==> config.mk <==
export PLATFORM = sky130hd
export DESIGN_NAME = btb_write_scheduler_flat
export DESIGN_NICKNAME = d
export VERILOG_FILES = /design/src/rtl/btb_write_scheduler_pkg.sv /design/src/rtl/btb_write_scheduler_if.sv /design/src/rtl/btb_write_scheduler_qptr.sv /design/src/rtl/btb_write_scheduler.sv /design/src/flat_wrapper.sv
export SDC_FILE = /design/constraint.sdc
export NUM_CORES = 1
export LEC_CHECK = 0
export CORE_UTILIZATION = 57
export DETAILED_ROUTE_END_ITERATION = 16
export PLACE_DENSITY_LB_ADDON = 0.05
export SLEW_MARGIN = 20
export SYNTH_ARGS = -nofsm -noshare
export SYNTH_HDL_FRONTEND = slang
export SYNTH_HIERARCHICAL = 1
export SYNTH_SLANG_ARGS = --single-unit
==> constraint.sdc <==
create_clock -name clk -period 6 [get_ports clk]
set_input_delay 0.9 -clock clk [delete_from_list [all_inputs] [get_ports clk]]
set_output_delay 0.9 -clock clk [all_outputs]
set_load 0.005 [all_outputs]
==> src/rtl/btb_write_scheduler_pkg.sv <==
// Shared types and constants for the AXBTB write scheduler: entry/index types,
// deferred-write queue payload, FSM state encoding and the bank-select helper.
package btb_write_scheduler_pkg;

  localparam int AXBTB_INDEX_W  = 10;
  localparam int AXBTB_BANK_NUM = 2;
  localparam int BTB_WQ_DEPTH   = 4;

  typedef logic [AXBTB_INDEX_W-1:0] AXBTB_IndexPath;

  typedef struct packed {
    logic        valid;
    logic [15:0] tag;
    logic [31:0] target;
  } AXBTB_Entry;

  typedef struct packed {
    AXBTB_IndexPath index;
    AXBTB_Entry     entry;
  } btb_wq_entry_t;

  typedef enum logic [1:0] {
    ST_INIT,
    ST_RUN,
    ST_FLUSH
  } btb_ws_state_e;

  function automatic int unsigned bank_of(input AXBTB_IndexPath idx, input int unsigned banks);
    return 32'(idx) % banks;
  endfunction

endpackage

==> src/rtl/btb_write_scheduler_if.sv <==
// Requester and RAM write-port bundle of the AXBTB write scheduler.
// master = requester/RAM side, slave = scheduler side.
interface btb_write_scheduler_if #(
  parameter int WRITE_NUM = 2
);
  import btb_write_scheduler_pkg::*;

  logic [WRITE_NUM-1:0] reqValid;
  AXBTB_IndexPath       reqIndex [WRITE_NUM];
  AXBTB_Entry           reqEntry [WRITE_NUM];
  logic [WRITE_NUM-1:0] ramWe;
  AXBTB_IndexPath       ramWa [WRITE_NUM];
  AXBTB_Entry           ramWv [WRITE_NUM];

  modport master (
    output reqValid, reqIndex, reqEntry,
    input  ramWe, ramWa, ramWv
  );

  modport slave (
    input  reqValid, reqIndex, reqEntry,
    output ramWe, ramWa, ramWv
  );

endinterface

==> src/rtl/btb_write_scheduler_qptr.sv <==
// Head/tail pointer pair for the deferred-write queue; an extra wrap bit on
// each pointer distinguishes full from empty.
module btb_write_scheduler_qptr #(
  parameter int DEPTH = 4
) (
  input  logic                     clk,
  input  logic                     rst_n,
  input  logic                     clear,
  input  logic                     push,
  input  logic                     pop,
  output logic [$clog2(DEPTH)-1:0] head,
  output logic [$clog2(DEPTH)-1:0] tail,
  output logic [$clog2(DEPTH):0]   count,
  output logic                     full,
  output logic                     empty
);
  localparam int AW = $clog2(DEPTH);

  logic [AW:0] head_q;
  logic [AW:0] tail_q;

  always_ff @(posedge clk) begin
    if (!rst_n || clear) begin
      head_q <= '0;
      tail_q <= '0;
    end else begin
      if (push) tail_q <= tail_q + 1'b1;
      if (pop)  head_q <= head_q + 1'b1;
    end
  end

  assign head  = head_q[AW-1:0];
  assign tail  = tail_q[AW-1:0];
  assign count = tail_q - head_q;
  assign full  = (count == (AW+1)'(DEPTH));
  assign empty = (count == '0);

endmodule

==> src/rtl/btb_write_scheduler.sv <==
// AXBTB write scheduler: initial/flush invalidate sweep, then per-cycle
// bank-conflict arbitration of write requests with a small coalescing queue.
module btb_write_scheduler
  import btb_write_scheduler_pkg::*;
#(
  parameter int ENTRY_NUM   = 1024,
  parameter int WRITE_NUM   = 2,
  parameter int BANK_NUM    = AXBTB_BANK_NUM,
  parameter int QUEUE_DEPTH = BTB_WQ_DEPTH
) (
  input  logic                   clk,
  input  logic                   rst_n,
  btb_write_scheduler_if.slave   bus,
  input  logic                   flushReq,
  output logic                   initDone,
  output logic                   queueFull,
  output logic [15:0]            dropCount
);
  localparam int QAW = $clog2(QUEUE_DEPTH);
  localparam int DW  = $clog2(WRITE_NUM + 1);

  btb_ws_state_e  state;
  btb_ws_state_e  next_state;
  AXBTB_IndexPath sweep_index;

  btb_wq_entry_t  queue      [QUEUE_DEPTH];
  btb_wq_entry_t  queue_next [QUEUE_DEPTH];
  btb_wq_entry_t  push_data;
  btb_wq_entry_t  head_entry;
  logic [QUEUE_DEPTH-1:0] occupied;

  logic [QAW-1:0] head;
  logic [QAW-1:0] tail;
  logic [QAW:0]   count;
  logic           full;
  logic           empty;
  logic           push;
  logic           pop;
  logic           clear;

  logic [WRITE_NUM-1:0] we;
  AXBTB_IndexPath       wa [WRITE_NUM];
  AXBTB_Entry           wv [WRITE_NUM];
  logic [WRITE_NUM-1:0] coal;
  logic [WRITE_NUM-1:0] direct;
  logic                 lose;
  logic                 loser_found;
  logic                 pop_port_found;
  int unsigned          pop_port;
  logic                 head_conflict;

  logic [DW-1:0] drop_n;
  logic [15:0]   drop_count;
  logic [16:0]   drop_sum;

  logic sweeping;
  logic run_active;

  assign sweeping   = rst_n && (state != ST_RUN);
  assign run_active = rst_n && (state == ST_RUN) && !flushReq;
  assign clear      = (state == ST_RUN) && flushReq;

  always_comb begin
    next_state = state;
    unique case (state)
      ST_INIT, ST_FLUSH: if (sweep_index == AXBTB_IndexPath'(ENTRY_NUM - 1)) next_state = ST_RUN;
      ST_RUN:            if (flushReq) next_state = ST_FLUSH;
      default:           next_state = ST_INIT;
    endcase
  end

  always_ff @(posedge clk) begin
    if (!rst_n) begin
      state       <= ST_INIT;
      sweep_index <= '0;
    end else begin
      state <= next_state;
      if (state != ST_RUN && next_state != ST_RUN) sweep_index <= sweep_index + 1'b1;
      else                                         sweep_index <= '0;
    end
  end

  btb_write_scheduler_qptr #(
    .DEPTH (QUEUE_DEPTH)
  ) queue_pointer (
    .clk   (clk),
    .rst_n (rst_n),
    .clear (clear),
    .push  (push),
    .pop   (pop),
    .head  (head),
    .tail  (tail),
    .count (count),
    .full  (full),
    .empty (empty)
  );

  for (genvar s = 0; s < QUEUE_DEPTH; s++) begin : g_occ
    assign occupied[s] = ({1'b0, QAW'(s) - head} < count);
  end

  always_comb begin
    we             = '0;
    for (int unsigned p = 0; p < WRITE_NUM; p++) begin
      wa[p] = '0;
      wv[p] = '0;
    end
    queue_next     = queue;
    push_data      = '0;
    head_entry     = '0;
    coal           = '0;
    direct         = '0;
    lose           = 1'b0;
    loser_found    = 1'b0;
    pop_port_found = 1'b0;
    pop_port       = 0;
    head_conflict  = 1'b0;
    push           = 1'b0;
    pop            = 1'b0;
    drop_n         = '0;

    if (sweeping) begin
      we[0] = 1'b1;
      wa[0] = sweep_index;
    end else if (run_active) begin
      // Ascending port order: a younger request coalescing into the same slot wins.
      for (int unsigned p = 0; p < WRITE_NUM; p++) begin
        if (bus.reqValid[p]) begin
          for (int unsigned s = 0; s < QUEUE_DEPTH; s++) begin
            if (occupied[s] && queue[s].index == bus.reqIndex[p]) begin
              queue_next[s].entry = bus.reqEntry[p];
              coal[p]             = 1'b1;
            end
          end
        end
      end

      for (int unsigned p = 0; p < WRITE_NUM; p++) begin
        if (bus.reqValid[p] && !coal[p]) begin
          lose = 1'b0;
          for (int unsigned q = 0; q < p; q++) begin
            if (direct[q] && bank_of(bus.reqIndex[q], BANK_NUM) == bank_of(bus.reqIndex[p], BANK_NUM))
              lose = 1'b1;
          end
          if (!lose) begin
            direct[p] = 1'b1;
            we[p]     = 1'b1;
            wa[p]     = bus.reqIndex[p];
            wv[p]     = bus.reqEntry[p];
          end else if (!loser_found) begin
            loser_found = 1'b1;
            push_data   = '{index: bus.reqIndex[p], entry: bus.reqEntry[p]};
          end else begin
            drop_n = drop_n + 1'b1;
          end
        end
      end

      // The head is read after coalescing so a same-cycle update is not lost on pop.
      head_entry = queue_next[head];
      for (int unsigned p = 0; p < WRITE_NUM; p++) begin
        if (direct[p] && bank_of(bus.reqIndex[p], BANK_NUM) == bank_of(head_entry.index, BANK_NUM))
          head_conflict = 1'b1;
        if (!direct[p] && !pop_port_found) begin
          pop_port_found = 1'b1;
          pop_port       = p;
        end
      end
      if (!empty && pop_port_found && !head_conflict) begin
        pop          = 1'b1;
        we[pop_port] = 1'b1;
        wa[pop_port] = head_entry.index;
        wv[pop_port] = head_entry.entry;
      end

      if (loser_found) begin
        if (!full || pop) push = 1'b1;
        else              drop_n = drop_n + 1'b1;
      end
    end
  end

  always_ff @(posedge clk) begin
    queue <= queue_next;
    if (push) queue[tail] <= push_data;
  end

  assign drop_sum = {1'b0, drop_count} + 17'(drop_n);

  always_ff @(posedge clk) begin
    if (!rst_n) drop_count <= '0;
    else        drop_count <= drop_sum[16] ? '1 : drop_sum[15:0];
  end

  assign bus.ramWe = we;
  assign bus.ramWa = wa;
  assign bus.ramWv = wv;

  assign initDone  = rst_n && (state == ST_RUN);
  assign queueFull = rst_n && full;
  assign dropCount = rst_n ? drop_count : '0;

endmodule

==> src/flat_wrapper.sv <==
// flat-port wrapper written by rule: the top's interface ports become plain ports
module btb_write_scheduler_flat import btb_write_scheduler_pkg::*;
#(
  parameter int ENTRY_NUM   = 1024,
  parameter int WRITE_NUM   = 2,
  parameter int BANK_NUM    = AXBTB_BANK_NUM,
  parameter int QUEUE_DEPTH = BTB_WQ_DEPTH
)
  (clk, rst_n, flushReq, initDone, queueFull, dropCount, bus_reqValid, bus_reqIndex, bus_reqEntry, bus_ramWe, bus_ramWa, bus_ramWv);
  btb_write_scheduler_if #(.WRITE_NUM(WRITE_NUM)) bus_i ();
  input  logic clk;
  input  logic rst_n;
  input  logic flushReq;
  output logic initDone;
  output logic queueFull;
  output logic [15:0] dropCount;
  input wire logic [$bits(bus_i.reqValid)-1:0] bus_reqValid;
  input wire logic [$bits(bus_i.reqIndex)-1:0] bus_reqIndex;
  input wire logic [$bits(bus_i.reqEntry)-1:0] bus_reqEntry;
  output wire logic [$bits(bus_i.ramWe)-1:0] bus_ramWe;
  output wire logic [$bits(bus_i.ramWa)-1:0] bus_ramWa;
  output wire logic [$bits(bus_i.ramWv)-1:0] bus_ramWv;
  assign bus_i.reqValid = bus_reqValid;
  assign bus_i.reqIndex = {>>{bus_reqIndex}};
  assign bus_i.reqEntry = {>>{bus_reqEntry}};
  assign bus_ramWe = bus_i.ramWe;
  assign bus_ramWa = {>>{bus_i.ramWa}};
  assign bus_ramWv = {>>{bus_i.ramWv}};
  btb_write_scheduler #(.ENTRY_NUM(ENTRY_NUM), .WRITE_NUM(WRITE_NUM), .BANK_NUM(BANK_NUM), .QUEUE_DEPTH(QUEUE_DEPTH)) u_core (.clk(clk), .rst_n(rst_n), .bus(bus_i), .flushReq(flushReq), .initDone(initDone), .queueFull(queueFull), .dropCount(dropCount));
endmodule
# After elaboration in Yosys (flattened, before gate mapping)
# Index checks and enable logic that the tools add are counted.
# Widths: inputs -> output; s select.
dict set report word_totals {
  reg_bits 270
  inputBits 123
  out_inout_bits 138
  elab_cells 250
}
dict set report op_classes {
  addsub 11
  n_lt_le_gt_ge 11
  n_eq_ne 17
  muxes 146
  bitwise_logic 4
  reduce_logical 40
}
# op n
set op_table {}
lappend op_table {{$mux 49} 40}
lappend op_table {{$mux 59} 8}
lappend op_table {{$mux 98} 3}
lappend op_table {{$bwmux 236} 1}
lappend op_table {{$mux 226} 1}
lappend op_table {{$bmux 59 s2} 1}
lappend op_table {{$demux 59 s2} 1}
lappend op_table {{$mux 10} 10}
lappend op_table {{$bwmux 98} 1}
lappend op_table {{$eq 10x10->1} 8}
lappend op_table {{$mux 32} 2}
lappend op_table {{$mux 1} 54}
lappend op_table {{$demux 49 s1} 1}
lappend op_table {{$mux 20} 2}
lappend op_table {{$ge 33x2->1 const B} 1}
lappend op_table {{$lt 33x1->1 const B} 1}
lappend op_table {{$not 32->33} 1}
lappend op_table {{$ge 32x1->1 const B} 1}
lappend op_table {{$lt 32x2->1 const B} 1}
lappend op_table {{$mux 16} 2}
lappend op_table {{$mux 2} 15}
lappend op_table {{$logic_and 1x1->1} 25}
lappend op_table {{$bwmux 20} 1}
lappend op_table {{$add 16x2->17} 1}
lappend op_table {{26 further kinds} 47}

# Logic depth before layout (Yosys ltp)
dict set report logic_depth {
  depth_word 41
  ltp_mapped 23
  depth_no_buf 22
}

# By module
# Netlist, hierarchy kept.
# mod n_inst cells_each area_per_inst_um2 seq_area_each_um2
set by_module_without_submodules {}
lappend by_module_without_submodules {btb_write_scheduler 1 2176 19397.4 5685.5}
lappend by_module_without_submodules {btb_write_scheduler_qptr 1 36 362.8 120.1}

# Worst setup path after synthesis
# No wires, ideal clock.
dict set report synth_path {
  kind {reg2reg}
  startpoint {register u_core.queue_pointer.tail_q[0]}
  endpoint {register u_core.drop_count[10]}
  setup_ns 0.076
  arrival_time_ns 4.779
  required_time_ns 5.924
  setup_slack_ns 1.146
  path_stages_with_launch 23
  path_buffers 2
  synth_period_minus_slack_ns 4.854
  path_cell_list {dfxtp_1 > inv_1 > ha_1 > fa_1 > inv_1 > inv_1 > ha_1 > a211oi_1 > nor2_1 > and4_1 > or4_4 > o221a_1 > buf_4 > nor2_1 > and3_1 > ha_1 > and3_1 > and3_1 > nor2b_1 > inv_1 > or3_1 > clkbuf_1 > a21boi_0}
}
dict set report synth_via {
  elab_chain_len 41
  elab_cells_between_ends 84
  cone_classes {3 x add/sub; 4 x order compare; 1 x eq/ne; 51 x mux; 25 x reduce/logical}
}
# item line_no
set synth_rtl {}
lappend synth_rtl {{start, declared} btb_write_scheduler_qptr.sv:20} ;# logic [AW:0] tail_q;
lappend synth_rtl {{start signal, assigned} btb_write_scheduler_qptr.sv:27} ;# if (push) tail_q <= tail_q + 1'b1;
lappend synth_rtl {{$sub 3x3->3 (*)} btb_write_scheduler_qptr.sv:34} ;# assign count = tail_q - head_q;
lappend synth_rtl {{net u_core.count[1]} btb_write_scheduler.sv:34} ;# logic [QAW:0] count;
lappend synth_rtl {{$lt 2x3->1} btb_write_scheduler.sv:99} ;# assign occupied[s] = ({1'b0, QAW'(s) - head} < count);
lappend synth_rtl {{$logic_and 1x1->1} btb_write_scheduler.sv:130} ;# if (occupied[s] && queue[s].index == bus.reqIndex[p]) begin
lappend synth_rtl {{$mux 1 (4 in a row)} btb_write_scheduler.sv:130}
lappend synth_rtl {{$mux 1} btb_write_scheduler.sv:128} ;# if (bus.reqValid[p]) begin
lappend synth_rtl {{$mux 1} btb_write_scheduler.sv:125} ;# end else if (run_active) begin
lappend synth_rtl {{$mux 1} btb_write_scheduler.sv:122} ;# if (sweeping) begin
lappend synth_rtl {{(+23 left out)} --}
lappend synth_rtl {{$mux 1} btb_write_scheduler.sv:122}
lappend synth_rtl {{$logic_or 1x1->1} btb_write_scheduler.sv:177} ;# if (!full || pop) push = 1'b1;
lappend synth_rtl {{$mux 2} btb_write_scheduler.sv:177}
lappend synth_rtl {{$mux 2 (*)} btb_write_scheduler.sv:176} ;# if (loser_found) begin
lappend synth_rtl {{$mux 2 (*)} btb_write_scheduler.sv:125}
lappend synth_rtl {{$mux 2 (*)} btb_write_scheduler.sv:122}
lappend synth_rtl {{$add 16x2->17 (*)} btb_write_scheduler.sv:188} ;# assign drop_sum = {1'b0, drop_count} + 17'(drop_n);
lappend synth_rtl {{$mux 16 (*)} btb_write_scheduler.sv:192} ;# else drop_count <= drop_sum[16] ? '1 : drop_sum[15:0];
lappend synth_rtl {{end signal, assigned} btb_write_scheduler.sv:192}
lappend synth_rtl {{end, declared} btb_write_scheduler.sv:53} ;# logic [15:0] drop_count;
# Mark *: on every way through the listed nets, which the timed path passes. The rest lies on a longest branch. The select of a mux whose other input is x is not followed.
# A chain may end at the register's enable or synchronous reset.

# Worst setup path after layout
dict set report layout_path {
  startpoint {register u_core.queue_pointer.tail_q[0]}
  endpoint {output port bus_ramWv[43]}
}
dict set report layout_via {
  elab_chain_len 38
  elab_cells_between_ends 107
  cone_classes {1 x add/sub; 6 x order compare; 75 x mux; 1 x bitwise; 24 x reduce/logical}
}
# item line_no
set layout_rtl {}
lappend layout_rtl {{$sub 3x3->3 (*)} btb_write_scheduler_qptr.sv:34}
lappend layout_rtl {{net u_core.count[1]} btb_write_scheduler.sv:34}
lappend layout_rtl {{$lt 2x3->1} btb_write_scheduler.sv:99}
lappend layout_rtl {{$logic_and 1x1->1} btb_write_scheduler.sv:130}
lappend layout_rtl {{$mux 1 (4 in a row)} btb_write_scheduler.sv:130}
lappend layout_rtl {{$mux 1} btb_write_scheduler.sv:128}
lappend layout_rtl {{$mux 1} btb_write_scheduler.sv:125}
lappend layout_rtl {{$mux 1} btb_write_scheduler.sv:122}
lappend layout_rtl {{(+20 left out)} --}
lappend layout_rtl {{$ge 33x2->1 (implied by the code) / $lt 33x1->1 (equally long branches)} btb_write_scheduler.sv:173} ;# wv[pop_port] = head_entry.entry;
lappend layout_rtl {{$logic_and 1x1->1 (implied by the code)} btb_write_scheduler.sv:173}
lappend layout_rtl {{$mux 49 (implied by the code)} btb_write_scheduler.sv:173}
lappend layout_rtl {{$demux 49 s1} btb_write_scheduler.sv:173}
lappend layout_rtl {{$bwmux 98} btb_write_scheduler.sv:173}
lappend layout_rtl {{$mux 98 (*)} btb_write_scheduler.sv:169} ;# if (!empty && pop_port_found && !head_conflict) begin
lappend layout_rtl {{$mux 98 (*)} btb_write_scheduler.sv:125}
lappend layout_rtl {{$mux 98 (*)} btb_write_scheduler.sv:122}
lappend layout_rtl {{end, declared} flat_wrapper.sv:22} ;# output wire logic [$bits(bus_i.ramWv)-1:0] bus_ramWv;
# Marks and branches as above.

==> run summary <==
## Power and ir drop
- 0.060 — fraction of power consumed by combinational cells
- 9.53 nW — standby leakage power
- 0.227 mV — worst-case vdd ir drop
- 0.000923 W — P_sw
- 0.473 — clock network fraction of total power
- 167 nW/um2 — power density cells
- 0.466 — sequential share of power
- 0.00301 W — total internal power
- 0.235 — Sw Ratio

## Place
- 0.928 — final weighted congestion of routability-driven global placement
- 260 — Buffers on Ports
- 37300 um — Final HPWL DP

## Yosys
- 19800 um2 — post-synthesis instance area
- sky130_fd_sc_hd__dfxtp_1 — most used flip-flop cell after synthesis
- 2346 — post-synth net total
- multiplexers — main combinational cell family by area after synthesis
- 2212 — Gate Count Post-Synth
- 59 — Synth cell types
- 0.164 — compound-cell area share of the yosys netlist
- 0.301 — portion of netlist area occupied by mux cells
- 270 — number of storage elements in the synthesis netlist
- 0 — fraction of registers with async set/reset
- 0.294 — sequential area share after synthesis
- 8.93 um2 — Post-Syn Area per Cell
- 0.00735 — Synth Area in Adders
- 40 — number of synthesized flops with an enable pin
- 6 — number of synthesis warnings
- 0.124 — simple-gate share of the synthesized area
- 0.0460 — xor/xnor cell area share of the yosys netlist

## Layout
- 0.697 — share of the core filled with cells
- 2637 — number of filler cells placed in the layout
- 19.2% — area growth from synthesis to layout
- sky130_fd_sc_hd__mux2i_1 — most frequent standard cell in the layout excluding fill and tap cells
- 0.132 — share of cells above drive strength 1
- 333 x sky130_fd_sc_hd__mux2i_1, 326 x sky130_fd_sc_hd__nor2_1, 299 x sky130_fd_sc_hd__a21oi_1 — leading cell types in the layout, fill and taps excluded
- 2457 — number of nets in the layout

## Setup path
- 0.53 ns — worst stage delay on the critical path
- reg -> out — CP Class
- flip-flop — nature of the critical path startpoint
- 4.97 ns — Crit path arrival time
- u_core/queue_pointer/tail_q[0] — launch point of the critical path
- sky130_fd_sc_hd__inv_1 — most common cell type on the critical path
- inv_1, ha_1, fa_1, inv_1, inv_1, ha_1, nor2b_1, a31oi_2, nand4_1, nor2_4, buf_12, o21ai_0, mux4_2, a22o_1, clkdlybuf4s50_1 — cell breakdown of the critical path
- output pin — crit path capture type
- 5 — Critical path buffers and inverters
- sky130_fd_sc_hd__mux4_2 — Critical-path top delay cell
- buffers and inverters — Crit path max-delay family
- 52 — Max FO, Critical Path
- u_core/queue_pointer/tail_q[0] — reg2reg start
- 5.10 ns — endpoint required time on the critical path

## Routing
- 1433 — violation count after the first detailed-routing iteration
- 6.29 — routed via count divided by cell count
- 21.4 um — mean routed wirelength per cell
- 0 — DRC violation count after routing
- 5 — number of detailed-route iterations in the first pass
- 0 — remaining antenna violation count after routing
- 17598 — number of vias in the routed layout
- 59800 um — total wire length after detailed routing

## GRT
- 4 — number of antenna violations at the first check in global routing
- 0 — grt total ovfl
- 0.0386 — GR Util met3
- met2 — peak-usage layer in the global routing report
- 136 — largest net degree at the start of global routing
- 91400 um — first-pass GRT wire length
- 0.549 — GRT met2 Usage
- 0.319 — GRT Total Usage
- 0.415 — routing usage on met1
- 16884 — via count of the first global-routing pass

## Floorplan
- 188 um — DIE WIDTH
- 261 — top-level port count
- 33800 um2 — CORE AREA
- 67 — std cell rows
- 35400 um2 — DIE AREA
- 188 um — vertical extent of the die
- 0.585 — initial standard-cell utilization of the core

## Timing
- 0.298 — remaining max-slew budget at the tightest pin
- 5.87 ns — final critical-path required period
- 0.504 ns — final worst hold slack
- 0.0257 ns — clock skew
- 0 — max-slew violations
- 1.05 ns — Worst-Margin Slew
- 0 — Final Hold Vio Count
- 0.979 — final worst-path cycle share
- 170 MHz — Peak Freq
- 0 — count of final setup violators

## Clocking
- 0.59 ns — latest clock arrival within the worst-skew pair
- 270 — sinks on the clock net
- 0.07 ns — Clk pin slew, worst setup/hold paths
- 3 — largest buffer count on any clock path
- sky130_fd_sc_hd__clkbuf_16 — library cell used as clock root buffer
- yes — clock tree from TritonCTS
- 31 — clock buffer count from CTS
- 0 — CTS Hold Buffers Added
- 1 — H-tree level count

## Worst hold path
- reg -> reg — Hold Crit Class
- u_core/queue[0] — Hold Path Origin

## Flow run
- 0 — max-capacitance violation count

## Outcome
- finished clean — outcome

-- synthesized netlist by cell type (12+ instances only) --
master / number / area (um2)
sky130_fd_sc_hd__inv_1: 19 / 71.3
sky130_fd_sc_hd__mux4_2: 59 / 1330
sky130_fd_sc_hd__nand2_1: 76 / 285
sky130_fd_sc_hd__nor2_1: 329 / 1230
sky130_fd_sc_hd__xor2_1: 89 / 780
sky130_fd_sc_hd__a21oi_1: 299 / 1500
sky130_fd_sc_hd__mux2_4: 48 / 721
sky130_fd_sc_hd__buf_4: 16 / 120
sky130_fd_sc_hd__nor3_1: 14 / 70.1
sky130_fd_sc_hd__xnor2_1: 12 / 105
sky130_fd_sc_hd__nor4_1: 16 / 100
sky130_fd_sc_hd__dfxtp_1: 230 / 4600
sky130_fd_sc_hd__clkbuf_1: 157 / 589
sky130_fd_sc_hd__a31oi_1: 16 / 100
sky130_fd_sc_hd__a21boi_0: 12 / 90.1
sky130_fd_sc_hd__edfxtp_1: 40 / 1200
sky130_fd_sc_hd__nand4_1: 12 / 75.1
sky130_fd_sc_hd__and2_1: 35 / 219
sky130_fd_sc_hd__mux2_2: 51 / 574
sky130_fd_sc_hd__buf_2: 53 / 265
sky130_fd_sc_hd__mux2i_1: 333 / 3330
sky130_fd_sc_hd__nand3_1: 21 / 105
sky130_fd_sc_hd__a22o_1: 102 / 893
sky130_fd_sc_hd__o21ai_0: 65 / 325
-- cell families (layout without fill, tap and decap cells) --
logic type / Yosys count / count (layout)
AND/OR/NAND/NOR: 550 / 552
flip-flops: 270 / 270
adder cells (fa/ha/maj): 11 / 11
AO/OA/AOI/OAI: 526 / 526
buffers and inverters: 262 / 395
other: 0 / 2
XOR/XNOR: 102 / 102
multiplexers: 491 / 491
-- worst register-to-register path, cell delays in order (launching register included) --
cell                       delay, ns
sky130_fd_sc_hd__dfxtp_2        0.42
sky130_fd_sc_hd__inv_1          0.07
sky130_fd_sc_hd__ha_1           0.19
sky130_fd_sc_hd__fa_1           0.51
sky130_fd_sc_hd__inv_1          0.07
sky130_fd_sc_hd__inv_1          0.12
sky130_fd_sc_hd__ha_1           0.26
sky130_fd_sc_hd__a211oi_2       0.24
sky130_fd_sc_hd__nor2_1         0.09
sky130_fd_sc_hd__and4_1         0.21
sky130_fd_sc_hd__or4_4          0.54
sky130_fd_sc_hd__o221a_1        0.31
sky130_fd_sc_hd__buf_4          0.20
sky130_fd_sc_hd__nor2_2         0.14
sky130_fd_sc_hd__and3_1         0.22
sky130_fd_sc_hd__ha_1           0.17
sky130_fd_sc_hd__and3_1         0.22
sky130_fd_sc_hd__and3_1         0.28
sky130_fd_sc_hd__nor2b_1        0.33
sky130_fd_sc_hd__inv_1          0.09
sky130_fd_sc_hd__or3_1          0.56
sky130_fd_sc_hd__o21ai_0        0.14
sky130_fd_sc_hd__and2_1         0.14
-- stage by stage --
step           setup TNS, ns  instance area [um2]  std cells  total power [W]  setup slack [ns]
3_3_place_gp               0                22400       2729          0.00210             0.479
5_1_grt               -0.424                23600       2797          0.00404           -0.0355
4_1_cts                    0                23400       2787          0.00395            0.0401
3_5_place_dp               0                22400       2729          0.00210             0.362
6_report                   0                23600       2797          0.00393             0.126
2_1_floorplan              0                19800       2212          0.00198              1.15
-- sequential cells by signal (all words and copies together), names as in the netlist --
name / count
u_core/queue: 236
u_core/state: 2
u_core/drop_count: 16
u_core/queue_pointer/tail_q: 3
u_core/sweep_index: 10
u_core/queue_pointer/head_q: 3
-- power by group through the flow --
stage	logic (W)	clock network (W)	registers, W
floorplan	0.000104	0	0.00187
global placement	0.000230	0	0.00187
detailed placement	0.000231	0	0.00187
CTS	0.000232	0.00188	0.00183
global route	0.000250	0.00196	0.00183
finish	0.000237	0.00186	0.00183
-- routing by layer --
layer / part of all wire / vias to the layer above
met5: 0.00040 / -
met4: 0.032 / 4
met3: 0.071 / 130
met2: 0.48 / 709
met1: 0.42 / 8563
li1: - / 8192
-- path summary, 6_finish.rpt --
kind	endpoint	slack [ns]	cells past startpoint
worst max-delay path	bus_ramWv[43]	0.13	15
worst min-delay path	u_core/queue[0]	0.50	2
worst max register to register	u_core/drop_count[2]	0.41	22
worst min register to register	u_core/queue[0]	0.50	2
-- final cells by class --
cell class                      instances  area, um2  area share
Inverter                               19       72.6     0.00308
Sequential cell                       270       5810       0.247
Timing Repair Buffer                  319       3270       0.139
Tap cell                              448        561      0.0238
Antenna cell                            2       5.00    0.000212
Multi-Input combinational cell       1682      12800       0.545
Clock inverter                          8       45.0     0.00191
Clock buffer                           49        946      0.0401
-- repair_timing --
item | in CTS | in global routing
pin swaps | 2 | 4
gates resized for setup | 4 | 20
endpoints found under the hold margin | 0 | 0
endpoints found under the setup margin | 90 | 130
setup buffers | 1 | 5
gates cloned | 0 | 3
Note: power is estimated with default switching activity, not from simulation.
